**src/rtl/led_session_arbiter_if.sv**
```systemverilog
// Bundle of requester-side and LED-side signals for led_session_arbiter.
//   master : requester/test side, drives req and limit, observes everything else
//   slave  : the arbiter itself
// Signals:
//   req       level request per requester
//   limit     per-requester final count, slice i = limit[i*LED_W +: LED_W]
//   grant     one-hot (or zero) current owner
//   owner     index of current/last owner
//   busy      session in progress (COUNT or DONE)
//   led       counter value, zero outside COUNT
//   done      one-cycle completion pulse to the owner
//   fsm_state debug view of the arbiter FSM (0 IDLE, 1 COUNT, 2 DONE)
interface led_session_arbiter_if #(
  parameter int NUM_REQ = 4,
  parameter int LED_W   = 4
);
  localparam int OWN_W = $clog2(NUM_REQ);

  logic [NUM_REQ-1:0]       req;
  logic [NUM_REQ*LED_W-1:0] limit;
  logic [NUM_REQ-1:0]       grant;
  logic [OWN_W-1:0]         owner;
  logic                     busy;
  logic [LED_W-1:0]         led;
  logic [NUM_REQ-1:0]       done;
  logic [1:0]               fsm_state;

  modport master (
    output req, limit,
    input  grant, owner, busy, led, done, fsm_state
  );

  modport slave (
    input  req, limit,
    output grant, owner, busy, led, done, fsm_state
  );
endinterface

```
**src/rtl/led_session_arbiter.sv**
```systemverilog
// Round-robin arbiter sharing one tick-paced LED counter among NUM_REQ
// requesters. The winner gets a session: led counts 0..limit at tick rate,
// then a one-tick DONE phase, then a one-cycle done pulse to the owner.
// Handshake: req[i] is a level request; the arbiter samples it on every
// clk edge. A grant appears after the edge that sampled req high, and the
// session continues only while the owner keeps req high; a low owner req on
// any edge of the session aborts it (no done pulse).
// Ports:
//   clk   system clock
//   rst   asynchronous, active-high reset
//   bus   led_session_arbiter_if slave modport (req, limit in; grant, owner,
//         busy, led, done, fsm_state out)
module led_session_arbiter #(
  parameter int NUM_REQ  = 4,
  parameter int LED_W    = 4,
  parameter int TICK_DIV = 3000000
) (
  input  logic                  clk,
  input  logic                  rst,
  led_session_arbiter_if.slave  bus
);
  localparam int OWN_W  = $clog2(NUM_REQ);
  localparam int TICK_W = $clog2(TICK_DIV);

  typedef enum logic [1:0] {
    S_IDLE  = 2'd0,
    S_COUNT = 2'd1,
    S_DONE  = 2'd2
  } state_t;

  state_t               state_q, state_d;
  logic [NUM_REQ-1:0]   grant_q, grant_d;
  logic [OWN_W-1:0]     owner_q, owner_d;
  logic [LED_W-1:0]     led_q, led_d;
  logic [LED_W-1:0]     lim_q, lim_d;
  logic [NUM_REQ-1:0]   done_q, done_d;
  logic [OWN_W-1:0]     rr_q, rr_d;
  logic [TICK_W-1:0]    tcnt_q, tcnt_d;

  logic                 tick;
  logic                 owner_req;
  logic                 win_valid;
  logic [OWN_W-1:0]     win;
  logic [OWN_W-1:0]     next_rr;

  function automatic logic [OWN_W-1:0] rr_idx(input logic [OWN_W-1:0] base, input int off);
    return OWN_W'((int'(base) + off) % NUM_REQ);
  endfunction

  assign tick      = (tcnt_q == TICK_W'(TICK_DIV - 1));
  assign owner_req = bus.req[owner_q];
  assign next_rr   = (owner_q == OWN_W'(NUM_REQ - 1)) ? '0 : owner_q + OWN_W'(1);

  // First set request at or after the round-robin pointer, wrapping.
  always_comb begin
    win       = '0;
    win_valid = 1'b0;
    for (int i = 0; i < NUM_REQ; i++) begin
      if (!win_valid && bus.req[rr_idx(rr_q, i)]) begin
        win       = rr_idx(rr_q, i);
        win_valid = 1'b1;
      end
    end
  end

  // State register and all registered outputs.
  always_ff @(posedge clk or posedge rst) begin
    if (rst) begin
      state_q <= S_IDLE;
      grant_q <= '0;
      owner_q <= '0;
      led_q   <= '0;
      lim_q   <= '0;
      done_q  <= '0;
      rr_q    <= '0;
      tcnt_q  <= '0;
    end else begin
      state_q <= state_d;
      grant_q <= grant_d;
      owner_q <= owner_d;
      led_q   <= led_d;
      lim_q   <= lim_d;
      done_q  <= done_d;
      rr_q    <= rr_d;
      tcnt_q  <= tcnt_d;
    end
  end

  // Next-state logic. Abort (owner req low) takes priority over tick.
  always_comb begin
    state_d = state_q;
    case (state_q)
      S_IDLE:  if (win_valid) state_d = S_COUNT;
      S_COUNT: begin
        if (!owner_req)                 state_d = S_IDLE;
        else if (tick && led_q == lim_q) state_d = S_DONE;
      end
      S_DONE:  if (!owner_req || tick) state_d = S_IDLE;
      default: state_d = S_IDLE;
    endcase
  end

  // Datapath / output next values.
  always_comb begin
    grant_d = grant_q;
    owner_d = owner_q;
    led_d   = led_q;
    lim_d   = lim_q;
    done_d  = '0;
    rr_d    = rr_q;
    tcnt_d  = tcnt_q;
    case (state_q)
      S_IDLE: begin
        grant_d = '0;
        led_d   = '0;
        tcnt_d  = '0;
        if (win_valid) begin
          grant_d = NUM_REQ'(1) << win;
          owner_d = win;
          lim_d   = bus.limit[int'(win)*LED_W +: LED_W];
        end
      end
      S_COUNT: begin
        if (!owner_req) begin
          grant_d = '0;
          led_d   = '0;
          tcnt_d  = '0;
          rr_d    = next_rr;
        end else if (tick) begin
          // Tick counter wraps here, which also clears it on entry to DONE.
          tcnt_d = '0;
          led_d  = (led_q == lim_q) ? '0 : led_q + LED_W'(1);
        end else begin
          tcnt_d = tcnt_q + TICK_W'(1);
        end
      end
      S_DONE: begin
        if (!owner_req) begin
          grant_d = '0;
          led_d   = '0;
          tcnt_d  = '0;
          rr_d    = next_rr;
        end else if (tick) begin
          done_d  = grant_q;
          grant_d = '0;
          tcnt_d  = '0;
          rr_d    = next_rr;
        end else begin
          tcnt_d = tcnt_q + TICK_W'(1);
        end
      end
      default: begin
        grant_d = '0;
        led_d   = '0;
        tcnt_d  = '0;
      end
    endcase
  end

  assign bus.grant     = grant_q;
  assign bus.owner     = owner_q;
  assign bus.led       = led_q;
  assign bus.done      = done_q;
  assign bus.busy      = (state_q == S_COUNT) || (state_q == S_DONE);
  assign bus.fsm_state = state_q;
endmodule

```
**src/flat_wrapper.sv**
```systemverilog
// flat-port wrapper written by rule: the top's interface ports become plain ports
module led_session_arbiter_flat 
#(
  parameter int NUM_REQ  = 4,
  parameter int LED_W    = 4,
  parameter int TICK_DIV = 3000000
)
  (clk, rst, bus_req, bus_limit, bus_grant, bus_owner, bus_busy, bus_led, bus_done, bus_fsm_state);
  led_session_arbiter_if #(.NUM_REQ(NUM_REQ), .LED_W(LED_W)) bus_i ();
  input  logic clk;
  input  logic rst;
  input wire logic [$bits(bus_i.req)-1:0] bus_req;
  input wire logic [$bits(bus_i.limit)-1:0] bus_limit;
  output wire logic [$bits(bus_i.grant)-1:0] bus_grant;
  output wire logic [$bits(bus_i.owner)-1:0] bus_owner;
  output wire logic [$bits(bus_i.busy)-1:0] bus_busy;
  output wire logic [$bits(bus_i.led)-1:0] bus_led;
  output wire logic [$bits(bus_i.done)-1:0] bus_done;
  output wire logic [$bits(bus_i.fsm_state)-1:0] bus_fsm_state;
  assign bus_i.req = bus_req;
  assign bus_i.limit = bus_limit;
  assign bus_grant = bus_i.grant;
  assign bus_owner = bus_i.owner;
  assign bus_busy = bus_i.busy;
  assign bus_led = bus_i.led;
  assign bus_done = bus_i.done;
  assign bus_fsm_state = bus_i.fsm_state;
  led_session_arbiter #(.NUM_REQ(NUM_REQ), .LED_W(LED_W), .TICK_DIV(TICK_DIV)) u_core (.clk(clk), .rst(rst), .bus(bus_i));
endmodule
```
**config.mk**
```make
export PLATFORM = sky130hd
export DESIGN_NAME = led_session_arbiter_flat
export DESIGN_NICKNAME = d
export VERILOG_FILES = /design/src/rtl/led_session_arbiter_if.sv /design/src/rtl/led_session_arbiter.sv /design/src/flat_wrapper.sv
export SDC_FILE = /design/constraint.sdc
export NUM_CORES = 1
export LEC_CHECK = 0
export ABC_AREA = 1
export BUFFER_PORTS_ARGS = -buffer_cell sky130_fd_sc_hd__buf_2
export CELL_PAD_IN_SITES_DETAIL_PLACEMENT = 0
export CELL_PAD_IN_SITES_GLOBAL_PLACEMENT = 1
export CORE_AREA = 2 2 82 84
export DETAILED_ROUTE_END_ITERATION = 7
export DIE_AREA = 0 0 84 86
export PLACE_DENSITY_LB_ADDON = 0.1
export SYNTH_ARGS = -nofsm -noshare
export SYNTH_HDL_FRONTEND = slang
export SYNTH_SLANG_ARGS = --single-unit
```
**constraint.sdc**
```tcl
create_clock -name clk -period 3.8 [get_ports clk]
set_input_delay 0.19 -clock clk [delete_from_list [all_inputs] [get_ports clk]]
set_output_delay 0.19 -clock clk [all_outputs]
set_load 0.1 [all_outputs]
```
==> qor.csv <==
stage;metric;value;unit
yosys;postSynthCellCount;376;
yosys;synth_warnings;0;
yosys;avgSynthCellArea;7.62;um^2
global_route;track_usage;0.189;
yosys;ys_ff_latch;44;
timing;fin_crit_sh;0.579;
timing;finalWorstSetupSlack;1600;ps
timing;skew;5.98;ps
power;power_density;754;nW/um^2
critical_path;r2r_setup_slack;1600;ps
floorplan;die_w;84;um
clocking;cts_made_buffers;5;
clocking;tritoncts;yes;
power;p_leak;1.60;nW
placement;portBuffers;38;
route;drc;0;
outcome;status;finished, final reports clean;
route;first_pass_iters;4;
clocking;post_cts_buffers;0;
timing;rsz0062_at_grt;no;
cells_and_area;nets;445;
global_route;grt_pass1_vias;2443;
clocking;cts_resized;0;
clocking;clk_path_buf_depth;2;
timing;timing.final.hold_violations;0;
placement;place_ws;1630;ps
timing;fin_tns_setup;0;ps
critical_path;r2r-start;u_core.rr_q[0];
route;wl_met3;206;um
global_route;grt_pass1_wl;11.1;mm
floorplan;boundaryPins;39;
critical_path;worstSetupStartpointType;register;
global_route;grt_max_degree;45;
yosys;synthesis.area;2860;um^2
clocking;cts_root_buffer;clkbuf_8;
floorplan;coreArea;6280;um^2
floorplan;die_area;7220;um^2
yosys;yosysTopAreaCellShare;0.384;
route;wl_met2;3.05;mm
timing;slew_headroom;0.627;
floorplan;fp.dieH;86;um
yosys;synth_edf_count;0;
route;vias_per_cell;4.99;
critical_path;critical_path_class;register to register;
timing;hold_ws;30.8;ps
route;met1Wirelength;2.75;mm
timing;maxSlewViolCount;0;
yosys;synth_nets;404;
timing;max_freq;454;MHz
route;maxUsedRoutingLayer;met4;
clocking;clk_latency;290;ps
cells_and_area;final_area;3180;um^2
timing;period_needed;2200;ps
timing;setup_viol;0;
route;drt_iter0_markers;78;
cells_and_area;antenna_cells;0;
clocking;numClockSinks;44;
yosys;synth_area_leaders;dfrtp_1, nand2_1, inv_1, nor2_1, nand4_1;
cells_and_area;drive_gt1_frac;0.222;
route;wl_per_cell;12.5;um
clocking;htreeDepth;2;
placement;postPlaceCellArea;3110;um^2
yosys;yosysTopAreaCell;dfrtp_1;
critical_path;crit_fanout;11;
yosys;synth_ff_type;dfrtp_1;
placement;gp_congestion;0.780;
critical_path;crit_arrival;2390;ps
clocking;cts_hold_buf;0;
timing;tightest_slew;559;ps
critical_path;cp_data_required_time;3990;ps
clocking;clk_pin_slew;80;ps
cells_and_area;area_delta_synth_final;10.9;%
critical_path;r2r_end;u_core.lim_q[0];
worst_hold_path;holdCritPathClass;input pin to asynchronous set/reset pin;
route;antenna_left;0;
placement;dp_hpwl;4.90;mm
yosys;ys_types;39;
floorplan;start_util;0.456;
power;finalPower;2.40;mW
floorplan;rows;29;
route;dr_total_vias;2455;
yosys;yosysSeqAreaShare;0.384;
global_route;overflow;0;
power;ir_worst_vdd;0.382;mV
route;wl;6.17;mm
yosys;async_reset_ff_frac;1.00;
critical_path;rr_worst_depth;13;
critical_path;end_kind;register;
flow_run;cap_violations;0;
global_route;antenna_found_initial;0;
[how the worst max path moves through the flow]
stage                     depth (start not counted)                 to                     from
after detailed placement                         13    u_core.lim_q[2]           u_core.rr_q[0]
after floorplan                                   5  u_core.tcnt_q[12]  u_core.bus.fsm_state[0]
after CTS                                        13    u_core.lim_q[2]           u_core.rr_q[0]
after global routing                             13    u_core.lim_q[0]           u_core.rr_q[0]
final                                            13    u_core.lim_q[0]           u_core.rr_q[0]
after global placement                           13    u_core.lim_q[0]           u_core.rr_q[0]
[worst max-delay path: stages, from the launching register on]
cell	delay, ps
dfrtp_1	600
inv_2	170
nand2_1	110
nand2_2	90
nand2_1	60
nand2_1	50
nand2_1	70
nand3_1	340
nand3_2	300
nand2_1	70
nand3_1	80
nand2_1	60
nand2_1	50
nand2_1	40
[layout make-up]
class / count / area [um^2]
clock buffer: 5 / 68.8
fill: 641 / 3100
inverter: 67 / 254
multi-input combinational: 260 / 1460
sequential: 44 / 1100
tap: 77 / 96.3
timing repair buffer: 39 / 198
[where the power goes]
| group | internal (mW) | leakage (nW) | total [mW] | switching, mW |
|---|---|---|---|---|
| combinational | 0.413 | 0.967 | 1.49 | 1.08 |
| clock | 0.119 | 0.0359 | 0.263 | 0.145 |
| sequential | 0.549 | 0.594 | 0.641 | 0.0922 |
[layout by cell type (no fill, tap or decap), types with 6 or more instances in the layout]
cell	count
nand2_1	87
inv_1	59
dfrtp_1	44
buf_2	38
nor2_1	35
nand4_1	17
nand3_1	17
nand2_2	14
nor3_1	13
a21oi_1	10
nand3_2	9
xor2_1	9
o21ai_1	6
ha_1	6
[sequential cells by signal, indices dropped and copies added, names as in the netlist]
| register | cells |
|---|---|
| u_core.bus.done | 4 |
| u_core.bus.fsm_state | 2 |
| u_core.bus.grant | 4 |
| u_core.bus.led | 4 |
| u_core.bus.owner | 2 |
| u_core.lim_q | 4 |
| u_core.rr_q | 2 |
| u_core.tcnt_q | 22 |
[Yosys cell counts, types with 5 or more instances]
cell	count
ha_1	6
o21ai_1	6
inv_1	60
nand3_1	17
xor2_1	9
nand2_1	87
nand3_2	9
nor2_1	35
nor3_1	13
inv_2	5
a21oi_1	10
dfrtp_1	44
nand4_1	17
nand2_2	14
[per-layer routing]
layer  up-vias  GRT usage
li1       1283          -
met2        46      0.337
met4         0     0.0689
met5         -          0
met3        14     0.0366
met1      1112      0.227
[cell families after synthesis]
| group | Yosys count | synth area share |
|---|---|---|
| AND/OR/NAND/NOR | 207 | 0.361 |
| XOR/XNOR | 11 | 0.0336 |
| AO/OA/AOI/OAI | 36 | 0.0887 |
| flip-flops | 44 | 0.384 |
| buffers and inverters | 72 | 0.106 |
| adder cells (fa/ha/maj) | 6 | 0.0262 |
[stage by stage]
| stage | std cells | utilization |
|---|---|---|
| 6_report | 492 | 0.506 |
| 5_1_grt | 492 | 0.506 |
| 4_1_cts | 492 | 0.506 |
| 3_5_place_dp | 487 | 0.495 |
| 3_3_place_gp | 487 | 0.495 |
| 2_1_floorplan | 376 | - |
No activity file was read; power rests on OpenSTA's default activity.
